$ cat src/rtl/mirfak_multiplier.sv
// Iterative 32x32 RV32M multiplier (MUL/MULH/MULHSU/MULHU), BITS_PER_CYCLE multiplier bits per RUN cycle.
// Handshake: enable is held until the one-cycle ack; ack blocks re-capture for its own cycle; abort flushes to IDLE.
module mirfak_multiplier #(
    parameter int BITS_PER_CYCLE = 1
) (
    input  logic        clk_i,
    input  logic        rst_i,
    input  logic [31:0] mult_op1,
    input  logic [31:0] mult_op2,
    input  logic [1:0]  mult_cmd,
    input  logic        mult_enable,
    input  logic        mult_abort,
    output logic [31:0] mult_result,
    output logic        mult_ack,
    output logic [1:0]  dbg_state
);

    localparam int ITER = 32 / BITS_PER_CYCLE;
    localparam int CW   = 6;
    localparam logic [CW-1:0] LAST_CNT = CW'(ITER - 1);

    localparam logic [1:0] CMD_MUL   = 2'b00;
    localparam logic [1:0] CMD_MULH  = 2'b01;
    localparam logic [1:0] CMD_MULHU = 2'b11;

    typedef enum logic [1:0] {
        S_IDLE = 2'd0,
        S_RUN  = 2'd1,
        S_DONE = 2'd2
    } state_t;

    state_t        state_q, state_d;
    logic [1:0]    cmd_q, cmd_d;
    logic [63:0]   mcand_q, mcand_d;
    logic [31:0]   mplier_q, mplier_d;
    logic          outsign_q, outsign_d;
    logic [63:0]   acc_q, acc_d;
    logic [CW-1:0] cnt_q, cnt_d;
    logic [31:0]   result_q, result_d;
    logic          ack_q, ack_d;

    logic          op1_neg, op2_neg;
    logic [31:0]   op1_mag, op2_mag;
    logic [63:0]   partial;
    logic [63:0]   product;

    always_comb begin
        // MULHU treats both operands unsigned; MULHSU only op1 signed.
        op1_neg = (mult_cmd != CMD_MULHU) && mult_op1[31];
        op2_neg = ((mult_cmd == CMD_MUL) || (mult_cmd == CMD_MULH)) && mult_op2[31];
        op1_mag = op1_neg ? (~mult_op1 + 32'd1) : mult_op1;
        op2_mag = op2_neg ? (~mult_op2 + 32'd1) : mult_op2;

        // The multiplicand is pre-shifted to the current weight, so the
        // partial product is a plain sum of its shifted copies.
        partial = 64'd0;
        for (int i = 0; i < BITS_PER_CYCLE; i++) begin
            if (mplier_q[i]) begin
                partial = partial + (mcand_q << i);
            end
        end
        product = outsign_q ? (~acc_q + 64'd1) : acc_q;
    end

    always_comb begin
        state_d   = state_q;
        cmd_d     = cmd_q;
        mcand_d   = mcand_q;
        mplier_d  = mplier_q;
        outsign_d = outsign_q;
        acc_d     = acc_q;
        cnt_d     = cnt_q;
        result_d  = result_q;
        ack_d     = 1'b0;

        if (mult_abort) begin
            state_d = S_IDLE;
        end else begin
            case (state_q)
                S_IDLE: begin
                    if (mult_enable && !ack_q) begin
                        cmd_d     = mult_cmd;
                        mcand_d   = {32'd0, op1_mag};
                        mplier_d  = op2_mag;
                        outsign_d = op1_neg ^ op2_neg;
                        acc_d     = 64'd0;
                        cnt_d     = '0;
                        state_d   = S_RUN;
                    end
                end
                S_RUN: begin
                    acc_d    = acc_q + partial;
                    mcand_d  = mcand_q << BITS_PER_CYCLE;
                    mplier_d = mplier_q >> BITS_PER_CYCLE;
                    cnt_d    = cnt_q + CW'(1);
                    if (cnt_q == LAST_CNT) begin
                        state_d = S_DONE;
                    end
                end
                S_DONE: begin
                    result_d = (cmd_q == CMD_MUL) ? product[31:0] : product[63:32];
                    ack_d    = 1'b1;
                    state_d  = S_IDLE;
                end
                default: state_d = S_IDLE;
            endcase
        end
    end

    always_ff @(posedge clk_i or posedge rst_i) begin
        if (rst_i) begin
            state_q   <= S_IDLE;
            cmd_q     <= 2'b00;
            mcand_q   <= 64'd0;
            mplier_q  <= 32'd0;
            outsign_q <= 1'b0;
            acc_q     <= 64'd0;
            cnt_q     <= '0;
            result_q  <= 32'd0;
            ack_q     <= 1'b0;
        end else begin
            state_q   <= state_d;
            cmd_q     <= cmd_d;
            mcand_q   <= mcand_d;
            mplier_q  <= mplier_d;
            outsign_q <= outsign_d;
            acc_q     <= acc_d;
            cnt_q     <= cnt_d;
            result_q  <= result_d;
            ack_q     <= ack_d;
        end
    end

    assign mult_result = result_q;
    assign mult_ack    = ack_q;
    assign dbg_state   = state_q;

endmodule

$ cat config.mk
export PLATFORM = sky130hd
export DESIGN_NAME = mirfak_multiplier
export DESIGN_NICKNAME = d
export VERILOG_FILES = /design/src/rtl/mirfak_multiplier.sv
export SDC_FILE = /design/constraint.sdc
export NUM_CORES = 1
export LEC_CHECK = 0
export ABC_CLOCK_PERIOD_IN_PS = 9750
export BUFFER_PORTS_ARGS = -buffer_cell sky130_fd_sc_hd__buf_4
export CAP_MARGIN = 5
export CORE_MARGIN = 2
export CORE_UTILIZATION = 67
export CTS_CLUSTER_SIZE = 25
export DETAILED_ROUTE_END_ITERATION = 8
export HOLD_SLACK_MARGIN = 0.06
export PLACE_DENSITY = 0.89
export SLEW_MARGIN = 20
export SYNTH_ARGS = -nofsm -noshare
export SYNTH_HDL_FRONTEND = slang
export SYNTH_SLANG_ARGS = --single-unit
$ cat constraint.sdc
create_clock -name clk_i -period 9.75 [get_ports clk_i]
set_input_delay 0.975 -clock clk_i [delete_from_list [all_inputs] [get_ports clk_i]]
set_output_delay 0.975 -clock clk_i [all_outputs]
set_load 0.02 [all_outputs]
==> impl_metrics.tcl <==
set metrics [dict create \
    status "finished clean" \
    cts_hold_buf 0 \
    netlist.area_leader.share 0.349 \
    synth_nets 1917 \
    finalSetupViolations 0 \
    yosysTopAreaCell "dfrtp_1" \
    worst_pin_slew_ps 1090 \
    placeableCoreArea_sq_um 21600 \
    synth-compound-area-share 0.254 \
    dp_slack_ps 5460 \
    synthDistinctLibCells 71 \
    io_pins 105 \
    n_antenna_cell 0 \
    fp-row-count 54 \
    leakage_nw 7.29 \
    cts_buffer_depth 3 \
    ys_seq_elements 204 \
    async_flop_share 1.00 \
    grt_max_degree 97 \
    power.switching_mw 1.12 \
    post-dp-hpwl_mm 30.5 \
    ys_top_cells_by_area "dfrtp_1 (35%), o21ai_0 (8.5%), nand2_1 (6.7%)" \
    skew_ps 13.3 \
    synth_top_family_by_area "compound AO/OA/AOI/OAI gates" \
    place_area_sq_um 15500 \
    hold_slack_ps 480 \
    r2r_slack_ps 5220 \
    synth.area.mux_share 0.00497 \
    ir_worst_vdd_mv 0.137 \
    grt.total_usage 0.356 \
    yosys.area_share.xor_xnor 0.105 \
    ant_nets 0 \
    ys.warnings.count 0 \
    synthAdderAreaFrac 0.0587 \
    hold_path.class "reg2reg" \
    pwr-share-comb 0.338 \
    max_freq_mhz 221 \
    port_buffers 104 \
    first_pass_iters 6 \
    drive_above_1_share 0.105 \
    area.sequential_sq_um 5110 \
    ys_seq_area_frac 0.349 \
    min_period_over_period 0.465 \
    start_kind "register" \
    grt_pass1_wl_mm 65.4 \
    slew_headroom 0.271 \
    dp.cells 2070 \
    final.setup.tns_ps 0 \
    end_kind "register" \
    gp_congestion 0.990 \
    pwr-share-clk 0.298 \
    synth_edf_count 0 \
    clk_latency_ps 510 \
    final-max-slew-violation-count 0 \
    critical_path_class "reg2reg" \
    synth.most_common_cell "nand2_1" \
    max_cap_violations 0 \
    crit_fanout 65 \
    drt_wl_total_mm 41.4 \
    min_period_ps 4530 \
    stdcell_count 2111 \
    gr-total-overflow 0 \
    nFillCells 1587 \
    synth-simple-area-share 0.193 \
    setup_ws_ps 5220 \
    ys_top_cells_by_count "nand2_1 (261), o21ai_0 (247), dfrtp_1 (204), a21oi_1 (112), xnor2_1 (99)" \
    power_density_nw_per_um2 185 \
    syn_inst 1779 \
    internal_power_mw 1.89 \
    rsz0062_at_grt "false" \
    antenna_found_initial 1 \
    cts_tree "built" \
    seqPwrFrac 0.364 \
    postCtsSetupRepairBufs 0 \
    clkTransAtPathRegs_ps 60 \
    cts_resized 0 \
    cts_sinks 204 \
    crit_required_ps 10100 \
    cts-buffers-inserted 23 \
    vias 13900 \
    swShare 0.372 \
    viasPerCell 6.57 \
    htree_levels 1 \
    syn_area_sq_um 14600 \
    drt_iter0_markers 1187 \
    multiInputGateArea_sq_um 9040 \
    post-route-drc-count 0 \
    nNetsFinal 1954 \
    syn_to_final_growth_pct 11.3 \
    stdcell_area_sq_um 16300 \
    final-hold-violation-count 0 \
    arrival_ps 4890 \
    synthFlopType "dfrtp_1" \
    initial_core_util 0.676 \
    die_h_um 152 \
    root_buffer "clkbuf_16" \
    dieArea_sq_um 23000 \
    die_x_um 152 \
    grt_pass1_vias 12500 \
    syn_area_per_cell_sq_um 8.21 \
    avgRoutedWirePerCell_um 19.6 \
]
==> final timing paths <==
| kind | from | to | cells past startpoint |
|---|---|---|---|
| max in group asynchronous | rst_i | outsign_q$_DFFE_PP0P_ | 3 |
| min in group asynchronous | rst_i | mult_result[16]$_DFFE_PP0P_ | 2 |
| max reg2reg | mplier_q[0]$_DFFE_PP0P_ | acc_q[50]$_DFFE_PP0P_ | 15 |
| min reg2reg | mult_result[8]$_DFFE_PP0P_ | mult_result[8]$_DFFE_PP0P_ | 2 |
| max | mplier_q[0]$_DFFE_PP0P_ | acc_q[50]$_DFFE_PP0P_ | 15 |
| min | mult_result[8]$_DFFE_PP0P_ | mult_result[8]$_DFFE_PP0P_ | 2 |
==> power by group through the flow <==
stage / Clock [mW] / Sequential, mW / Combinational, mW
after floorplan: 0 / 1.03 / 0.775
after global placement: 0 / 1.09 / 0.958
after detailed placement: 0 / 1.10 / 0.990
after CTS: 0.896 / 1.08 / 1.00
after global routing: 0.932 / 1.10 / 1.12
final: 0.894 / 1.09 / 1.02
==> sequential cells by signal (all words and copies together) (netlist names) <==
| signal | cells |
|---|---|
| cnt_q | 6 |
| acc_q | 64 |
| mcand_q | 64 |
| dbg_state | 2 |
| mult_ack | 1 |
| outsign_q | 1 |
| mult_result | 32 |
| mplier_q | 32 |
| cmd_q | 2 |
==> kinds of logic after synthesis <==
kind of cell    count (synthesis)
compound gates                612
simple gates                  579
flops                         204
xor+xnor                      175
buf+inv                       134
fa+ha+maj                      68
mux                             7
==> through the flow <==
stage | power [mW] | utilization
after floorplan | 1.80 | -
after global placement | 2.05 | 0.716
after detailed placement | 2.09 | 0.716
after CTS | 2.98 | 0.751
after global routing | 3.15 | 0.752
final | 3.00 | 0.752
==> metal layers <==
layer	routed length, um	global-route usage	vias to the layer above	share of wire
met2	18200	0.542	659	0.44
met5	0	0	-	0
met4	1190	0.101	0	0.029
li1	-	-	6505	-
met3	3610	0.0572	88	0.087
met1	18400	0.527	6611	0.45
==> placed cells by master, fill, tap and decap left out, types with 5 or more instances in the layout <==
| cell type | count |
|---|---|
| and2_1 | 68 |
| dfrtp_1 | 203 |
| a22o_1 | 38 |
| a31oi_1 | 7 |
| nand4_1 | 27 |
| ha_1 | 67 |
| o41ai_1 | 12 |
| o31ai_1 | 28 |
| a21oi_1 | 112 |
| a21o_1 | 18 |
| nor2b_1 | 6 |
| xor2_1 | 76 |
| clkbuf_16 | 23 |
| mux2i_1 | 5 |
| o21bai_1 | 16 |
| o31ai_2 | 5 |
| nand3_1 | 22 |
| nor3_1 | 23 |
| nor4_1 | 7 |
| o211ai_1 | 6 |
| buf_4 | 114 |
| o21ai_0 | 246 |
| and3_1 | 20 |
| or4_1 | 14 |
| inv_1 | 29 |
| o22ai_1 | 63 |
| nand2b_1 | 6 |
| nor2_1 | 73 |
| o21a_1 | 7 |
| or2_2 | 10 |
| o21ai_1 | 17 |
| xnor2_1 | 99 |
| nand2_1 | 260 |
| or3_1 | 18 |
==> worst max-delay path, cell delays in order, from the launching register on <==
cell,delay (ps)
dfrtp_1,330
buf_4,420
and2_1,220
ha_1,190
inv_1,70
fa_1,410
nor2b_1,180
o2111ai_1,190
a21oi_1,250
nor3_1,130
o31ai_1,550
a21oi_1,280
o22ai_1,490
o21ai_0,300
mux2i_1,200
o311ai_0,140
==> final cells by class <==
| type | instances | share of cell area |
|---|---|---|
| Tap cell | 280 | 0.0215 |
| Sequential cell | 204 | 0.314 |
| Clock inverter | 9 | 0.00769 |
| Inverter | 31 | 0.00762 |
| Multi-Input combinational cell | 1441 | 0.556 |
| Timing Repair Buffer | 115 | 0.0536 |
| Clock buffer | 31 | 0.0397 |
Note: power is estimated with default switching activity, not from simulation.
